===== src/rtl/align_shift_seq_if.sv =====
// Handshake bundle for the alignment shifter.
// Operand request side and aligned-result side, with valid/ready on each.
interface align_shift_seq_if #(
  parameter int MANT_W = 24
);
  logic              in_valid;
  logic              in_ready;
  logic [MANT_W-1:0] mant_in;
  logic [7:0]        shift_amt;
  logic              out_valid;
  logic              out_ready;
  logic [MANT_W-1:0] mant_out;
  logic              guard_out;
  logic              round_out;
  logic              sticky_out;

  // Shifter side: consumes operands, produces aligned results.
  modport slave (
    input  in_valid, mant_in, shift_amt, out_ready,
    output in_ready, out_valid, mant_out, guard_out, round_out, sticky_out
  );

  // Exponent-compare / adder side.
  modport master (
    output in_valid, mant_in, shift_amt, out_ready,
    input  in_ready, out_valid, mant_out, guard_out, round_out, sticky_out
  );
endinterface


===== src/rtl/align_shift_seq.sv =====
// Iterative mantissa alignment shifter, up to STEP positions per clock,
// producing the aligned mantissa with guard, round and sticky bits.
//
// state | meaning
// IDLE  | waiting for an operand, in_ready high
// SHIFT | one shift step of min(rem, STEP) per cycle
// DONE  | result held on the outputs until out_ready
module align_shift_seq #(
  parameter int MANT_W = 24,
  parameter int STEP   = 4
) (
  input  logic               clk,
  input  logic               rst_n,
  align_shift_seq_if.slave   bus
);

  localparam int           W_W     = MANT_W + 2;
  localparam logic [4:0]   REM_MAX = 5'(MANT_W + 2);
  localparam logic [4:0]   STEP_K  = 5'(STEP);

  typedef enum logic [1:0] {
    IDLE  = 2'd0,
    SHIFT = 2'd1,
    DONE  = 2'd2
  } state_t;

  state_t           state_q;
  logic [W_W-1:0]   w_q;
  logic             s_q;
  logic [4:0]       rem_q;
  logic             out_valid_q;
  logic             in_ready_q;

  logic [4:0]       amt_clamp_d;
  logic [4:0]       k_d;
  logic [W_W-1:0]   mask_d;
  logic [W_W-1:0]   w_shift_d;
  logic             sticky_add_d;

  always_comb begin
    amt_clamp_d  = (bus.shift_amt >= 8'(REM_MAX)) ? REM_MAX : bus.shift_amt[4:0];
    k_d          = (rem_q < STEP_K) ? rem_q : STEP_K;
    // Bits falling off the bottom this step are the ones below position k.
    mask_d       = ~({W_W{1'b1}} << k_d);
    w_shift_d    = w_q >> k_d;
    sticky_add_d = |(w_q & mask_d);
  end

  always_ff @(posedge clk or negedge rst_n) begin
    if (!rst_n) begin
      state_q     <= IDLE;
      w_q         <= '0;
      s_q         <= 1'b0;
      rem_q       <= '0;
      out_valid_q <= 1'b0;
      in_ready_q  <= 1'b0;
    end else begin
      case (state_q)
        IDLE: begin
          // in_ready_q stays low for the first cycle after reset release.
          if (bus.in_valid && in_ready_q) begin
            w_q        <= {bus.mant_in, 2'b00};
            s_q        <= 1'b0;
            rem_q      <= amt_clamp_d;
            in_ready_q <= 1'b0;
            if (amt_clamp_d == 5'd0) begin
              state_q     <= DONE;
              out_valid_q <= 1'b1;
            end else begin
              state_q     <= SHIFT;
            end
          end else begin
            in_ready_q <= 1'b1;
          end
        end
        SHIFT: begin
          w_q   <= w_shift_d;
          s_q   <= s_q | sticky_add_d;
          rem_q <= rem_q - k_d;
          if (rem_q == k_d) begin
            state_q     <= DONE;
            out_valid_q <= 1'b1;
          end
        end
        DONE: begin
          if (bus.out_ready) begin
            state_q     <= IDLE;
            out_valid_q <= 1'b0;
            in_ready_q  <= 1'b1;
          end
        end
        default: begin
          state_q     <= IDLE;
          out_valid_q <= 1'b0;
          in_ready_q  <= 1'b0;
        end
      endcase
    end
  end

  assign bus.in_ready   = in_ready_q;
  assign bus.out_valid  = out_valid_q;
  assign bus.mant_out   = w_q[W_W-1:2];
  assign bus.guard_out  = w_q[1];
  assign bus.round_out  = w_q[0];
  assign bus.sticky_out = s_q;

endmodule

===== src/flat_wrapper.sv =====
// flat-port wrapper written by rule: the top's interface ports become plain ports
module align_shift_seq_flat 
#(
  parameter int MANT_W = 24,
  parameter int STEP   = 4
)
  (clk, rst_n, bus_in_valid, bus_mant_in, bus_shift_amt, bus_out_ready, bus_in_ready, bus_out_valid, bus_mant_out, bus_guard_out, bus_round_out, bus_sticky_out);
  align_shift_seq_if #(.MANT_W(MANT_W)) bus_i ();
  input  logic clk;
  input  logic rst_n;
  input wire logic [$bits(bus_i.in_valid)-1:0] bus_in_valid;
  input wire logic [$bits(bus_i.mant_in)-1:0] bus_mant_in;
  input wire logic [$bits(bus_i.shift_amt)-1:0] bus_shift_amt;
  input wire logic [$bits(bus_i.out_ready)-1:0] bus_out_ready;
  output wire logic [$bits(bus_i.in_ready)-1:0] bus_in_ready;
  output wire logic [$bits(bus_i.out_valid)-1:0] bus_out_valid;
  output wire logic [$bits(bus_i.mant_out)-1:0] bus_mant_out;
  output wire logic [$bits(bus_i.guard_out)-1:0] bus_guard_out;
  output wire logic [$bits(bus_i.round_out)-1:0] bus_round_out;
  output wire logic [$bits(bus_i.sticky_out)-1:0] bus_sticky_out;
  assign bus_i.in_valid = bus_in_valid;
  assign bus_i.mant_in = bus_mant_in;
  assign bus_i.shift_amt = bus_shift_amt;
  assign bus_i.out_ready = bus_out_ready;
  assign bus_in_ready = bus_i.in_ready;
  assign bus_out_valid = bus_i.out_valid;
  assign bus_mant_out = bus_i.mant_out;
  assign bus_guard_out = bus_i.guard_out;
  assign bus_round_out = bus_i.round_out;
  assign bus_sticky_out = bus_i.sticky_out;
  align_shift_seq #(.MANT_W(MANT_W), .STEP(STEP)) u_core (.clk(clk), .rst_n(rst_n), .bus(bus_i));
endmodule

===== config.mk =====
export PLATFORM = sky130hd
export DESIGN_NAME = align_shift_seq_flat
export DESIGN_NICKNAME = d
export VERILOG_FILES = /design/src/rtl/align_shift_seq_if.sv /design/src/rtl/align_shift_seq.sv /design/src/flat_wrapper.sv
export SDC_FILE = /design/constraint.sdc
export NUM_CORES = 1
export LEC_CHECK = 0
export ABC_AREA = 1
export BUFFER_PORTS_ARGS = -buffer_cell sky130_fd_sc_hd__buf_2
export CORE_MARGIN = 5
export CORE_UTILIZATION = 45
export DETAILED_ROUTE_END_ITERATION = 10
export PLACE_DENSITY = 0.79
export SKIP_LAST_GASP = 1
export SLEW_MARGIN = 20
export SYNTH_ARGS = -nofsm -noshare
export SYNTH_HDL_FRONTEND = slang
export SYNTH_SLANG_ARGS = --single-unit
export TNS_END_PERCENT = 100

===== constraint.sdc =====
create_clock -name clk -period 3.3 [get_ports clk]
set_input_delay 0.99 -clock clk [delete_from_list [all_inputs] [get_ports clk]]
set_output_delay 0.99 -clock clk [all_outputs]
set_load 0.1 [all_outputs]

## Word level (Yosys, flattened, before mapping)

Index checks and enable logic that the tools add are counted.
W data, S select, Z words.

- Register bits after elaboration: 36
- Input port bits: 36
- Output and inout bits: 29
- Logic and storage cells: 52

- Equality and inequality tests: 7
- Reductions and logical operators: 9
- Multiplexer cells: 21
- $lt $le $gt $ge: 2
- Bitwise logic cells: 4
- Shift-type cells: 2
- Add/sub/neg operators: 1

Operators by type and width:

| operator | count |
|---|---|
| $pmux W26 S2 | 1 |
| $and A26 B26 Y26 | 1 |
| $mux W26 | 1 |
| $not A26 Y26 | 1 |
| $reduce_or A26 Y1 | 1 |
| $shl A26 B5 Y26 const A | 1 |
| $shr A26 B5 Y26 | 1 |
| $mux W5 | 3 |
| $pmux W5 S2 | 1 |
| $ge A8 B5 Y1 const B | 1 |
| $mux W2 | 4 |
| $mux W1 | 7 |
| $ne A2 B1 Y1 const B | 3 |
| $pmux W1 S3 | 2 |
| $pmux W2 S3 | 1 |
| $eq A5 B5 Y1 | 1 |
| $logic_not A5 Y1 | 1 |
| $lt A5 B3 Y1 const B | 1 |
| $sub A5 B5 Y5 | 1 |
| $reduce_and A2 Y1 | 2 |
| $reduce_and A4 Y1 | 1 |
| $reduce_and A3 Y1 | 1 |
| $eq A2 B1 Y1 const B | 1 |
| $eq A2 B2 Y1 const B | 1 |
| other kinds (7) | 7 |

## Logic depth before layout (Yosys ltp)

- Word-level depth: 8
- Gate-level depth with buffers: 10
- Gate-level depth less buffers: 10

## Worst setup path before layout

OpenSTA, ideal clock, no wires.

- Kind: register -> output
- Start: register u_core.w_q[4]
- End: output bus_mant_out[2]
- Cell stages (with the launch flop): 1
- Path buffers: 0
- Path slack: 1.357 ns
- Data arrival time: 0.953 ns
- Data required time: 2.310 ns
- Cell sequence: dfrtp_1

RTL lines:

| element | line | source |
|---|---|---|
| start: declaration | align_shift_seq.sv:28 | `logic [W_W-1:0] w_q;` |
| start signal: assignment | align_shift_seq.sv:62 | `w_q <= {bus.mant_in, 2'b00};` |
| start signal: assignment | align_shift_seq.sv:77 | `w_q <= w_shift_d;` |
| end: declaration | flat_wrapper.sv:17 | `output wire logic [$bits(bus_i.mant_out)-1:0] bus_mant_out;` |

No word-level cell between the ends.

## Worst setup path in the final report

- Start: register u_core.rem_q[3]
- End: register u_core.w_q[2]

- Cells in the longest elaborated chain, start to end: 4

RTL lines:

| element | line | source |
|---|---|---|
| start: declaration | align_shift_seq.sv:30 | `logic [4:0] rem_q;` |
| start signal: assignment | align_shift_seq.sv:64 | `rem_q <= amt_clamp_d;` |
| start signal: assignment | align_shift_seq.sv:79 | `rem_q <= rem_q - k_d;` |
| $lt A5 B3 Y1 | align_shift_seq.sv:42 | `k_d = (rem_q < STEP_K) ? rem_q : STEP_K;` |
| $mux W5 (*) | align_shift_seq.sv:42 |  |
| $shr A26 B5 Y26 (*) | align_shift_seq.sv:45 | `w_shift_d = w_q >> k_d;` |
| $pmux W26 S2 (*) | align_shift_seq.sv:58 | `case (state_q)` |

Every way passes the cells marked *; elsewhere a longest branch is shown, timed or not.
A chain may end at the register's enable or synchronous reset.

==> flow_metrics.tcl <==
set metrics [dict create \
    rsz0062_at_grt "no" \
    min_path_cells 2 \
    vias_per_cell 5.526 \
    relSlewSlack_pct 36.16 \
    cts_tree "built" \
    netlist.area_leader.share_pct 34.82 \
    grt_util_all_layers_pct 20.32 \
    clk_path_buf_depth 2 \
    cts_num_sinks 36 \
    syn-instance-count 398 \
    syn_area_um2 2587 \
    hpwl_mm 5.008 \
    synth_fp_nets 435 \
    htree_levels 2 \
    die_area_um2 7367 \
    r2r_cells 9 \
    worst-path-max-fanout 32 \
    tightest_slew_ns 0.9566 \
    hold_class "flop to flop" \
    cts-root-buf "clkbuf_8" \
    n_antenna_cell 0 \
    synth_seq_cells 36 \
    setup_viol 0 \
    io_buffers 64 \
    routed_wl_mm 7.199 \
    max_freq_mhz 449.8 \
    fin_worst_skew_ns 0.004690 \
    nFillCells 600 \
    clk_latency_ns 0.29 \
    die_h_um 85.83 \
    synth-xor-area-share_pct 0 \
    syn_avg_cell_area_um2 6.501 \
    hold_viol_final 0 \
    numCtsBuffers 5 \
    hold_buffers 0 \
    fin_nets 489 \
    rows 27 \
    start_util_pct 46.70 \
    grt_pass1_wl_mm 12.39 \
    area_delta_synth_final_pct 15.47 \
    startpoint_type "flop" \
    synth_top_family_by_area "simple AND/OR/NAND/NOR gates" \
    ios 65 \
    grt_pass1_vias 2654 \
    cts_resized 0 \
    fin_tns_setup_ns 0 \
    synth_adder_area_share_pct 0.4836 \
    synth_compound_area_share_pct 15.91 \
    route.detailed.drc 0 \
    crit_type "flop to flop" \
    postCtsSetupRepairBufs 0 \
    wire_per_inst_um 13.71 \
    cp.arrival_ns 2.45 \
    synth_area_leader_cell "dfrtp_1" \
    maxSlewViolCount 0 \
    post-route-min-period_ns 2.223 \
    yosys_warnings 0 \
    synth_mux_area_share_pct 0 \
    grt.overflow.total 0 \
    antenna_found_initial 0 \
    coreArea_um2 5540 \
    crit_required_ns 3.53 \
    synthSimpleGateAreaFrac_pct 40.57 \
    yosysSeqAreaShare_pct 34.82 \
    first_iter_violations 238 \
    grt_max_degree 47 \
    fin_crit_sh_pct 67.38 \
    ant_nets 0 \
    max_cap_violations 0 \
    die_w_um 85.83 \
    vias 2901 \
    end_kind "flop" \
    layout-drive-gt1-share_pct 18.98 \
    routabilityCongestion 0.8912 \
    yosys.cell_types.count 29 \
    clkTransAtPathRegs_ns 0.08 \
    synthTopCellsByArea "dfrtp_1 (35%), nand3_1 (15%), nand2_1 (12%), nor2_1 (9.7%), o21ai_0 (6.4%)" \
    drt_first_pass_iters 6 \
    status "completed" \
]
## layer usage
| metal | global-route usage [%] | vias up | share of wire (%) |
|---|---|---|---|
| met5 | 0 | - | 0 |
| met4 | 5.180 | 0 | 0.99 |
| met3 | 3.554 | 8 | 7.3 |
| met2 | 32.27 | 115 | 47 |
| met1 | 28.66 | 1332 | 45 |
| li1 | - | 1446 | - |
## per-stage QoR
stage | cell area, µm² | utilization, % | hold WS [ns] | setup slack (ns) | std cells
5_1_grt | 2988 | 53.93 | 0.5268 | 0.8250 | 525
3_3_place_gp | 2898 | 52.30 | 0.4560 | 1.142 | 517
4_1_cts | 2988 | 53.93 | 0.4795 | 1.098 | 525
6_report | 2988 | 53.93 | 0.4753 | 1.077 | 525
2_1_floorplan | 2587 | - | 0.5195 | 1.358 | 398
3_5_place_dp | 2898 | 52.30 | 0.4599 | 1.122 | 517
## state kept, by name, summed over array words and instances (netlist names)
register,count
u_core.bus.in_ready,1
u_core.bus.out_valid,1
u_core.bus.sticky_out,1
u_core.rem_q,5
u_core.state_q,2
u_core.w_q,26
## layout by cell type (no fill, tap or decap), drive strengths merged, types with 4 or more instances in the layout
master   n
a21oi   29
a22oi    4
buf     67
clkbuf   8
dfrtp   36
inv     23
nand2   85
nand3   78
nor2    73
o21ai   37
## cell usage after synthesis
| library cell | count |
|---|---|
| nor2_4 | 3 |
| nand3_2 | 1 |
| conb_1 | 1 |
| ha_1 | 1 |
| a21boi_1 | 1 |
| clkbuf_2 | 1 |
| buf_4 | 3 |
| o21ai_1 | 4 |
| o21bai_1 | 1 |
| o21ai_0 | 33 |
| dfrtp_1 | 36 |
| a21oi_1 | 29 |
| o211ai_1 | 3 |
| a31oi_1 | 1 |
| nand3_1 | 77 |
| inv_2 | 5 |
| buf_6 | 3 |
| buf_2 | 10 |
| a22oi_1 | 4 |
| clkbuf_1 | 3 |
| a21boi_0 | 1 |
| nor3_1 | 2 |
| inv_1 | 18 |
| nor2_1 | 67 |
| nand2_4 | 1 |
| nand3b_1 | 1 |
| nand4_1 | 1 |
| nor2_2 | 3 |
| nand2_1 | 84 |
## final cells by class
cell class | count | area (µm²) | area share [%]
Multi-Input combinational cell | 319 | 1478 | 49.46
Sequential cell | 36 | 900.9 | 30.15
Timing Repair Buffer | 67 | 342.8 | 11.47
Clock buffer | 8 | 90.09 | 3.015
Tap cell | 72 | 90.09 | 3.015
Inverter | 23 | 86.33 | 2.889
## path summary, 6_finish.rpt
| path | to | start | slack, ns |
|---|---|---|---|
| worst max-delay path | u_core.w_q[2]$_DFFE_PN0P_ | u_core.rem_q[3]$_DFFE_PN0P_ | 1.08 |
| worst min-delay path | u_core.bus.out_valid$_DFFE_PN0P_ | u_core.bus.out_valid$_DFFE_PN0P_ | 0.48 |
| worst max register to register | u_core.w_q[2]$_DFFE_PN0P_ | u_core.rem_q[3]$_DFFE_PN0P_ | 1.08 |
| worst min register to register | u_core.bus.out_valid$_DFFE_PN0P_ | u_core.bus.out_valid$_DFFE_PN0P_ | 0.48 |
| max in group asynchronous | u_core.w_q[1]$_DFFE_PN0P_ | rst_n | 1.96 |
| min in group asynchronous | u_core.bus.out_valid$_DFFE_PN0P_ | rst_n | 0.79 |
## cells by family after synthesis
| group | count (synthesis) |
|---|---|
| compound gates | 77 |
| simple gates | 240 |
| buf+inv | 43 |
| fa+ha+maj | 1 |
| flops | 36 |
| other cells | 1 |
## worst max-delay path, cell delays in order, from the launching register on
cell,delay (ns)
dfrtp_1,0.40
nor2_2,0.23
nand3_2,0.52
inv_2,0.52
nand2_1,0.12
nand2_1,0.08
nand2_1,0.05
nand3_1,0.12
nand2_1,0.05
nand2_1,0.06
Power is left out: the tool's default activity adds up to more than one toggle a clock period on the data nets, which glitch-free logic cannot reach.
